**config.mk**
```make
export PLATFORM = sky130hd
export DESIGN_NAME = ola_trigger_loader_flat
export DESIGN_NICKNAME = d
export VERILOG_FILES = /design/src/rtl/ola_trigger_loader_if.sv /design/src/rtl/ola_trigger_loader.sv /design/src/flat_wrapper.sv
export SDC_FILE = /design/constraint.sdc
export NUM_CORES = 1
export LEC_CHECK = 0
export BUFFER_PORTS_ARGS = -buffer_cell sky130_fd_sc_hd__buf_2
export CAP_MARGIN = 25
export CORE_ASPECT_RATIO = 1.75
export CORE_MARGIN = 2
export CORE_UTILIZATION = 26
export CTS_BUF_LIST = sky130_fd_sc_hd__clkbuf_8
export CTS_CLUSTER_SIZE = 10
export DETAILED_ROUTE_END_ITERATION = 10
export PLACE_DENSITY = 0.48
export SLEW_MARGIN = 5
export SYNTH_ARGS = -nofsm -noshare
export SYNTH_HDL_FRONTEND = slang
export SYNTH_SLANG_ARGS = --single-unit
```
**constraint.sdc**
```tcl
create_clock -name clock_i -period 4 [get_ports clock_i]
set_clock_uncertainty 0.2 [all_clocks]
set_input_delay 0.8 -clock clock_i [delete_from_list [all_inputs] [get_ports clock_i]]
set_output_delay 0.8 -clock clock_i [all_outputs]
set_load 0.01 [all_outputs]
```
**src/rtl/ola_trigger_loader_if.sv**
```systemverilog
// rtl/ola_trigger_loader_if.sv - config command handshake bus into the trigger loader
interface ola_trigger_loader_if #(
  parameter int state_bits = 2,
  parameter int word_width = 4
);
  logic                  cmd_valid;
  logic                  cmd_ready;
  logic [state_bits-1:0] cmd_state;
  logic                  cmd_then;
  logic                  cmd_else;
  logic                  cmd_actions;
  logic                  cmd_clear;
  logic [word_width-1:0] cmd_word;

  modport master (
    output cmd_valid, cmd_state, cmd_then, cmd_else, cmd_actions, cmd_clear, cmd_word,
    input  cmd_ready
  );

  modport slave (
    input  cmd_valid, cmd_state, cmd_then, cmd_else, cmd_actions, cmd_clear, cmd_word,
    output cmd_ready
  );
endinterface

```
**src/rtl/ola_trigger_loader.sv**
```systemverilog
// rtl/ola_trigger_loader.sv - shifts one parallel config command LSB-first into a trigger state
// register over the serial control interface; IDLE -> SHIFT (N cycles) -> GAP -> IDLE.
module ola_trigger_loader #(
  parameter int num_states      = 4,
  parameter int state_bits      = 2,
  parameter int condition_width = 4,
  parameter int action_width    = 4,
  parameter int word_width      = 4
) (
  input  logic                  clock_i,
  input  logic                  reset_i,
  ola_trigger_loader_if.slave   cmd,
  output logic [num_states-1:0] ctl_enable_o,
  output logic                  ctl_data_o,
  output logic                  ctl_then_o,
  output logic                  ctl_else_o,
  output logic                  ctl_conditions_o,
  output logic                  ctl_actions_o,
  output logic                  busy_o,
  output logic                  done_o
);

  localparam int max_width = (condition_width > action_width) ? condition_width : action_width;
  localparam int cnt_bits  = $clog2(max_width + 1);

  localparam logic [1:0] ST_IDLE  = 2'd0;
  localparam logic [1:0] ST_SHIFT = 2'd1;
  localparam logic [1:0] ST_GAP   = 2'd2;

  logic [1:0]            state_q, state_d;
  logic [cnt_bits-1:0]   cnt_q, cnt_d;
  logic [cnt_bits-1:0]   len_q, len_d;
  logic [word_width-1:0] word_q, word_d;
  logic [num_states-1:0] enable_q, enable_d;
  logic                  data_q, data_d;
  logic                  then_q, then_d;
  logic                  else_q, else_d;
  logic                  cond_q, cond_d;
  logic                  act_q, act_d;
  logic                  busy_q, busy_d;
  logic                  done_q, done_d;
  logic                  ready_q, ready_d;

  logic [num_states-1:0] onehot;
  logic                  target_ok;
  logic [cnt_bits-1:0]   new_len;

  always_comb begin
    onehot = '0;
    for (int i = 0; i < num_states; i++) begin
      onehot[i] = (int'(cmd.cmd_state) == i);
    end
    // Out-of-range states and commands selecting no branch still handshake but never shift.
    target_ok = (int'(cmd.cmd_state) < num_states) &&
                (cmd.cmd_clear || cmd.cmd_then || cmd.cmd_else);
    if (cmd.cmd_clear)        new_len = cnt_bits'(max_width);
    else if (cmd.cmd_actions) new_len = cnt_bits'(action_width);
    else                      new_len = cnt_bits'(condition_width);
  end

  always_comb begin
    state_d  = state_q;
    cnt_d    = cnt_q;
    len_d    = len_q;
    word_d   = word_q;
    enable_d = enable_q;
    data_d   = data_q;
    then_d   = then_q;
    else_d   = else_q;
    cond_d   = cond_q;
    act_d    = act_q;
    done_d   = 1'b0;

    case (state_q)
      ST_IDLE: begin
        if (cmd.cmd_valid) begin
          if (target_ok) begin
            state_d  = ST_SHIFT;
            enable_d = onehot;
            data_d   = cmd.cmd_clear ? 1'b0 : cmd.cmd_word[0];
            word_d   = cmd.cmd_clear ? '0 : (cmd.cmd_word >> 1);
            then_d   = cmd.cmd_clear | cmd.cmd_then;
            else_d   = cmd.cmd_clear | cmd.cmd_else;
            cond_d   = cmd.cmd_clear | ~cmd.cmd_actions;
            act_d    = cmd.cmd_clear | cmd.cmd_actions;
            cnt_d    = cnt_bits'(1);
            len_d    = new_len;
          end else begin
            state_d = ST_GAP;
            done_d  = 1'b1;
          end
        end
      end
      ST_SHIFT: begin
        if (cnt_q == len_q) begin
          state_d  = ST_GAP;
          enable_d = '0;
          data_d   = 1'b0;
          then_d   = 1'b0;
          else_d   = 1'b0;
          cond_d   = 1'b0;
          act_d    = 1'b0;
          done_d   = 1'b1;
        end else begin
          data_d = word_q[0];
          word_d = word_q >> 1;
          cnt_d  = cnt_q + cnt_bits'(1);
        end
      end
      ST_GAP:  state_d = ST_IDLE;
      default: state_d = ST_IDLE;
    endcase

    busy_d  = (state_d == ST_SHIFT) || (state_d == ST_GAP);
    ready_d = (state_d == ST_IDLE);
  end

  always_ff @(posedge clock_i) begin
    if (!reset_i) begin
      state_q  <= ST_IDLE;
      cnt_q    <= '0;
      len_q    <= '0;
      word_q   <= '0;
      enable_q <= '0;
      data_q   <= 1'b0;
      then_q   <= 1'b0;
      else_q   <= 1'b0;
      cond_q   <= 1'b0;
      act_q    <= 1'b0;
      busy_q   <= 1'b0;
      done_q   <= 1'b0;
      ready_q  <= 1'b1;
    end else begin
      state_q  <= state_d;
      cnt_q    <= cnt_d;
      len_q    <= len_d;
      word_q   <= word_d;
      enable_q <= enable_d;
      data_q   <= data_d;
      then_q   <= then_d;
      else_q   <= else_d;
      cond_q   <= cond_d;
      act_q    <= act_d;
      busy_q   <= busy_d;
      done_q   <= done_d;
      ready_q  <= ready_d;
    end
  end

  assign cmd.cmd_ready      = ready_q;
  assign ctl_enable_o       = enable_q;
  assign ctl_data_o         = data_q;
  assign ctl_then_o         = then_q;
  assign ctl_else_o         = else_q;
  assign ctl_conditions_o   = cond_q;
  assign ctl_actions_o      = act_q;
  assign busy_o             = busy_q;
  assign done_o             = done_q;

endmodule

```
**src/flat_wrapper.sv**
```systemverilog
// flat-port wrapper written by rule: the top's interface ports become plain ports
module ola_trigger_loader_flat 
#(
  parameter int num_states      = 4,
  parameter int state_bits      = 2,
  parameter int condition_width = 4,
  parameter int action_width    = 4,
  parameter int word_width      = 4
)
  (clock_i, reset_i, ctl_enable_o, ctl_data_o, ctl_then_o, ctl_else_o, ctl_conditions_o, ctl_actions_o, busy_o, done_o, cmd_cmd_valid, cmd_cmd_state, cmd_cmd_then, cmd_cmd_else, cmd_cmd_actions, cmd_cmd_clear, cmd_cmd_word, cmd_cmd_ready);
  ola_trigger_loader_if #(.state_bits(state_bits), .word_width(word_width)) cmd_i ();
  input  logic clock_i;
  input  logic reset_i;
  output logic [num_states-1:0] ctl_enable_o;
  output logic ctl_data_o;
  output logic ctl_then_o;
  output logic ctl_else_o;
  output logic ctl_conditions_o;
  output logic ctl_actions_o;
  output logic busy_o;
  output logic done_o;
  input wire logic [$bits(cmd_i.cmd_valid)-1:0] cmd_cmd_valid;
  input wire logic [$bits(cmd_i.cmd_state)-1:0] cmd_cmd_state;
  input wire logic [$bits(cmd_i.cmd_then)-1:0] cmd_cmd_then;
  input wire logic [$bits(cmd_i.cmd_else)-1:0] cmd_cmd_else;
  input wire logic [$bits(cmd_i.cmd_actions)-1:0] cmd_cmd_actions;
  input wire logic [$bits(cmd_i.cmd_clear)-1:0] cmd_cmd_clear;
  input wire logic [$bits(cmd_i.cmd_word)-1:0] cmd_cmd_word;
  output wire logic [$bits(cmd_i.cmd_ready)-1:0] cmd_cmd_ready;
  assign cmd_i.cmd_valid = cmd_cmd_valid;
  assign cmd_i.cmd_state = cmd_cmd_state;
  assign cmd_i.cmd_then = cmd_cmd_then;
  assign cmd_i.cmd_else = cmd_cmd_else;
  assign cmd_i.cmd_actions = cmd_cmd_actions;
  assign cmd_i.cmd_clear = cmd_cmd_clear;
  assign cmd_i.cmd_word = cmd_cmd_word;
  assign cmd_cmd_ready = cmd_i.cmd_ready;
  ola_trigger_loader #(.num_states(num_states), .state_bits(state_bits), .condition_width(condition_width), .action_width(action_width), .word_width(word_width)) u_core (.clock_i(clock_i), .reset_i(reset_i), .cmd(cmd_i), .ctl_enable_o(ctl_enable_o), .ctl_data_o(ctl_data_o), .ctl_then_o(ctl_then_o), .ctl_else_o(ctl_else_o), .ctl_conditions_o(ctl_conditions_o), .ctl_actions_o(ctl_actions_o), .busy_o(busy_o), .done_o(done_o));
endmodule
```
==> results of run 1 <==
==> power groups by stage <==
stage | clock network, mW | registers [mW] | logic (mW)
floorplan | 0 | 0.247 | 0.0598
global placement | 0 | 0.243 | 0.0941
detailed placement | 0 | 0.243 | 0.0949
CTS | 0.141 | 0.239 | 0.0950
global route | 0.154 | 0.241 | 0.106
finish | 0.137 | 0.239 | 0.0925
==> critical path, stage by stage (launching register included) <==
cell      delay, ns
dfxtp_1        0.45
nor2b_1        0.50
nand3_2        0.31
a21boi_1       0.24
ha_1           0.29
and2_1         0.15
==> worst min-delay path by stage <==
stage                         to              start  cells past startpoint  slack (ns)
5_1_grt         u_core.word_q[2]   u_core.word_q[2]                      2        0.28
4_1_cts        u_core.ctl_then_o  u_core.ctl_then_o                      2        0.26
3_5_place_dp   u_core.ctl_then_o  u_core.ctl_then_o                      2        0.25
6_report       u_core.ctl_then_o  u_core.ctl_then_o                      2        0.26
2_1_floorplan   u_core.word_q[2]   u_core.word_q[2]                      2        0.24
3_3_place_gp   u_core.ctl_then_o  u_core.ctl_then_o                      2        0.25
==> sequential cells by signal, summed over array words and instances (netlist names) <==
signal,cells
u_core.word_q,3
u_core.ctl_conditions_o,1
u_core.busy_o,1
u_core.done_o,1
u_core.state_q,2
u_core.ctl_else_o,1
u_core.cmd.cmd_ready,1
u_core.ctl_then_o,1
u_core.cnt_q,3
u_core.ctl_data_o,1
u_core.len_q,1
u_core.ctl_enable_o,4
u_core.ctl_actions_o,1
==> metrics by stage <==
step           total power [mW]  area (µm²)  setup WS [ns]  util, %
6_report                  0.468        1150           1.76     32.4
5_1_grt                   0.501        1150           1.60     32.4
4_1_cts                   0.474        1150           1.70     32.4
3_5_place_dp              0.338        1110           1.52     31.1
3_3_place_gp              0.337        1110           1.57     31.1
2_1_floorplan             0.307         951           1.93        -
==> cell usage after synthesis, types with 2 or more instances <==
cell      count
clkbuf_1      2
o21ai_0       2
o41ai_1       2
buf_2         3
nand3b_1      2
nand2_1       7
nand2b_1      4
dfxtp_1      21
nor3_1        4
nand4_1       3
ha_1          3
a21oi_1      10
nand3_1       5
o211ai_1      2
o311a_1       2
nor2_1        7
nor3b_1       3
inv_1         4
==> layer usage <==
layer  share of wire (%)  global-route usage [%]  vias up
li1                    -                       -      420
met1                  39                    11.8      390
met2                  56                    20.4       14
met3                 2.7                    1.61        5
met4                 2.8                    7.58        0
met5                   0                       0        -
==> layout make-up <==
type | instances | area [µm²]
Clock inverter | 1 | 3.75
Timing Repair Buffer | 25 | 128
Inverter | 4 | 15.0
Fill cell | 389 | 2400
Multi-Input combinational cell | 73 | 485
Sequential cell | 21 | 420
Clock buffer | 3 | 41.3
Tap cell | 46 | 57.6
==> logic make-up (layout without fill, tap and decap cells) <==
| family | Yosys count | count (layout) | synth area share, % |
|---|---|---|---|
| XOR/XNOR | 1 | 1 | 0.921 |
| adder cells (fa/ha/maj) | 3 | 3 | 3.95 |
| AO/OA/AOI/OAI | 25 | 25 | 17.9 |
| buffers and inverters | 10 | 33 | 4.74 |
| AND/OR/NAND/NOR | 43 | 43 | 27.2 |
| flip-flops | 21 | 21 | 44.2 |
| multiplexers | 1 | 1 | 1.05 |
==> out/metrics.yaml, run 1 <==
timing:
  fin_crit_sh_pct: 56.0
  finalCriticalPeriod_ns: 2.24
  finalSetupTns_ns: 0
  slew_headroom_pct: 64.1
  finalMaxSlewViolations: 0
  final-hold-violation-count: 0
  setup_viol: 0
  fmax_mhz: 446
  whs_ns: 0.263
  grt_setup_unrepaired: "false"
  worst_pin_slew_ns: 0.537
synthesis:
  synthCells: 104
  synth_area_leaders: "dfxtp_1 (44%), a21oi_1 (5.3%), ha_1 (3.9%), nand2_1 (2.8%), nor2_1 (2.8%)"
  ys_ff_latch: 21
  yosysUniqueCellTypes: 36
  netlist_area_um2: 951
  yosysTopAreaCell: "dfxtp_1"
  seq_area_frac_synth_pct: 44.2
  syn_area_per_cell_um2: 9.14
  syn_nets: 120
  synth_top_cell_area_share_pct: 44.2
  synth-async-reset-ratio_pct: 0
  synth_ff_type: "dfxtp_1"
  synth_edf_count: 0
  ys.warnings.count: 0
power:
  p_int_uw: 336
  p_switching_uw: 132
  pwr-share-comb_pct: 19.8
  p_leak_nw: 0.485
  peakVddDrop_uv: 145
  swShare_pct: 28.3
  clkPwrFrac_pct: 29.2
  pwr-share-seq_pct: 51.0
  powerDensity_mw_per_mm2: 406
critical_path:
  r2r-start: "u_core.state_q[0]"
  crit_required_ns: 3.96
  startpoint: "u_core.state_q[0]"
  reg2reg_depth: 5
  cp-end-kind: "register"
  r2r_slack_ns: 1.76
  cp_max_fo: 9
  path_class: "register to register"
  arrival_ns: 2.20
  r2r_end: "u_core.busy_o"
  startpoint_type: "register"
  endpoint: "u_core.busy_o"
cts:
  root_buffer: "clkbuf_8"
  cts_tree: "done"
  clock_latency_ns: 0.26
  cts_hold_buf: 0
  post_cts_resize_count: 0
  clockBufferDepth: 2
  cts_buffers: 3
  cts-htree-levels: 1
  clkTransAtPathRegs_ns: 0.07
  post_cts_buffers: 0
  clock_sinks: 21
grt:
  gr-total-overflow: 0
  antenna_found_initial: 0
  grt_pass1_vias: 781
  grt_pass1_wl_um: 3610
  grt_max_degree: 14
  grt_usage_pct: 11.4
finish:
  synthToLayoutAreaGrowth_pct: 21.1
  mostFrequentLayoutCells: "buf_2 (24), dfxtp_1 (21), a21oi_1 (10)"
  final_common_cell: "buf_2"
  fin_cells: 173
  drive_gt1_share_pct: 26.0
  n_antenna_cell: 0
  fin_nets: 144
placed_design:
  placed_cells: 169
  hpwl_um: 1700
  routabilityCongestion: 0.744
  port_buffers: 24
route:
  drcViolationCount: 0
  ant_nets: 0
  vias_per_cell: 4.79
  drt_iter0_drc: 12
  drtPass1Iterations: 4
  wl_per_cell_um: 12.6
  route.vias.total: 829
  postRouteWirelength_um: 2190
flow_run:
  cap_violations: 0
min_path:
  holdCritPathClass: "register to register"
run_status:
  status: "complete, no violations"
die:
  initial_core_util_pct: 26.7
  io_pins: 25
  die-height_um: 84
  rows: 29
  die_x_um: 49.7
  die-area_mm2: 0.00418
  coreArea_mm2: 0.00356
No activity file was read; power rests on OpenSTA's default activity.
==> inputs of run 2 (changes only) <==
--- a/config.mk
+++ b/config.mk
@@ -13,7 +13,7 @@
 export CTS_BUF_LIST = sky130_fd_sc_hd__clkbuf_8
 export CTS_CLUSTER_SIZE = 10
 export DETAILED_ROUTE_END_ITERATION = 10
-export PLACE_DENSITY = 0.48
+export PLACE_DENSITY = 0.5
 export SLEW_MARGIN = 5
 export SYNTH_ARGS = -nofsm -noshare
 export SYNTH_HDL_FRONTEND = slang
==> constraint.sdc (replaced) <==
create_clock -name clock_i -period 1.9 [get_ports clock_i]
set_clock_uncertainty 0.2 [all_clocks]
set_input_delay 0.38 -clock clock_i [delete_from_list [all_inputs] [get_ports clock_i]]
set_output_delay 0.38 -clock clock_i [all_outputs]
set_load 0.01 [all_outputs]
==> run 2 against run 1 <==
Effect of this change:
- global-route usage is 0.70 points higher
- hold slack worse by 0.13 ns
- design area increased by 4.6%
- critical path type unchanged
==> out/metrics.yaml, run 2 (synthesis results as in run 1) <==
run_status:
  status: "complete, no violations"  # unchanged
route:
  postRouteWirelength_um: 2250  # was 2190 µm
  ant_nets: 0  # unchanged
  drcViolationCount: 0  # unchanged
  drtPass1Iterations: 4  # unchanged
  wl_per_cell_um: 12.5  # was 12.6 µm
  drt_iter0_drc: 13  # was 12
  route.vias.total: 852  # was 829
  vias_per_cell: 4.73  # was 4.79
timing:
  grt_setup_unrepaired: "false"  # unchanged
  fin_crit_sh_pct: 91.8  # was 56.0%
  fmax_mhz: 573  # was 446 MHz
  setup_viol: 0  # unchanged
  finalSetupTns_ns: 0  # unchanged
  finalMaxSlewViolations: 0  # unchanged
  worst_pin_slew_ns: 0.454  # was 0.537 ns
  finalCriticalPeriod_ns: 1.74  # was 2.24 ns
  slew_headroom_pct: 69.7  # was 64.1%
  whs_ns: 0.136  # was 0.263 ns
  final-hold-violation-count: 0  # unchanged
die:
  die-height_um: 84  # unchanged
  initial_core_util_pct: 26.7  # unchanged
  coreArea_mm2: 0.00356  # unchanged
  io_pins: 25  # unchanged
  die_x_um: 49.7  # unchanged
  rows: 29  # unchanged
  die-area_mm2: 0.00418  # unchanged
finish:
  mostFrequentLayoutCells: "buf_2 (24), dfxtp_1 (21), a21oi_1 (10)"  # unchanged
  synthToLayoutAreaGrowth_pct: 26.6  # was 21.1%
  final_common_cell: "buf_2"  # unchanged
  fin_nets: 151  # was 144
  largest_register_ffs: 4  # unchanged
  fillers: 405  # was 389
  drive_gt1_share_pct: 29.9  # was 26.0%
  n_antenna_cell: 0  # unchanged
placed_design:
  hpwl_um: 1800  # was 1700 µm
  port_buffers: 24  # unchanged
  routabilityCongestion: 0.816  # was 0.744
critical_path:
  cp-end-kind: "register"  # unchanged
  crit_required_ns: 1.86  # was 3.96 ns
  startpoint_type: "register"  # unchanged
  arrival_ns: 1.70  # was 2.20 ns
  cp_max_fo: 4  # was 9
  path_class: "register to register"  # unchanged
cts:
  root_buffer: "clkbuf_8"  # unchanged
  cts_tree: "done"  # unchanged
  post_cts_buffers: 0  # unchanged
  clockBufferDepth: 2  # unchanged
  cts_hold_buf: 0  # unchanged
  cts-htree-levels: 1  # unchanged
  clock_sinks: 21  # unchanged
  cts_buffers: 3  # unchanged
  post_cts_resize_count: 0  # unchanged
  clock_latency_ns: 0.26  # about the same
  clkTransAtPathRegs_ns: 0.08  # was 0.07 ns
min_path:
  holdCritPathClass: "input port to register"  # was register to register
grt:
  grt_pass1_vias: 816  # was 781
  grt_usage_pct: 12.1  # was 11.4%
  antenna_found_initial: 0  # unchanged
  grt_pass1_wl_um: 3880  # was 3610 µm
  grt_max_degree: 14  # unchanged
  gr-total-overflow: 0  # unchanged
power:
  p_leak_nw: 0.519  # was 0.485 nW
  powerDensity_mw_per_mm2: 836  # was 406 mW/mm²
  peakVddDrop_uv: 259  # was 145 µV
flow_run:
  cap_violations: 0  # unchanged
-- run 2: changes by cell type in the layout (fill, tap and decap cells not counted), sizes merged --
cell / before / now
buf: 25 / 32
-- run 2: final cells by class --
cell class	instances	area, µm²	area share (%)
Clock inverter	1	3.75	0.312
Inverter	4	15.0	1.25
Multi-Input combinational cell	73	485	40.3
Clock buffer	3	41.3	3.43
Tap cell	46	57.6	4.78
Sequential cell	21	420	34.9
Timing Repair Buffer	32	180	15.0
-- run 2: metrics by stage --
step | area, µm² | instances | utilization (%) | setup slack (ns) | power [mW]
global route | 1200 | 180 | 33.8 | 0.0331 | 1.07
CTS | 1200 | 180 | 33.8 | 0.144 | 1.02
detailed placement | 1160 | 176 | 32.6 | 0.0747 | 0.737
floorplan | 951 | 104 | - | 0.117 | 0.646
finish | 1200 | 180 | 33.8 | 0.156 | 1.01
global placement | 1160 | 176 | 32.6 | 0.114 | 0.733
-- run 2: worst paths after layout --
check	startpoint	endpoint	slack [ns]	depth (start not counted)
setup / recovery	u_core.cnt_q[0]	u_core.busy_o	0.16	6
hold / removal	cmd_cmd_state[0]	u_core.ctl_enable_o[0]	0.14	2
setup reg to reg	u_core.cnt_q[0]	u_core.busy_o	0.16	6
hold reg to reg	u_core.ctl_then_o	u_core.ctl_then_o	0.26	2
-- run 2: report_power, final --
group	switching [mW]	internal (mW)
logic	0.118	0.102
clock network	0.141	0.144
registers	0.0228	0.479
-- run 2: routing by layer --
metal	track usage, %	vias to the layer above	share of wire [%]
met5	0	-	0
met4	6.06	0	1.9
met3	1.61	4	2.4
met2	22.8	17	59
met1	12.3	398	37
li1	-	433	-
-- run 2: worst max-delay path, stage by stage, from the launching register on --
cell	delay (ns)
dfxtp_1	0.38
inv_1	0.06
ha_1	0.24
nand3_2	0.08
a21boi_1	0.26
ha_1	0.27
and2_1	0.15
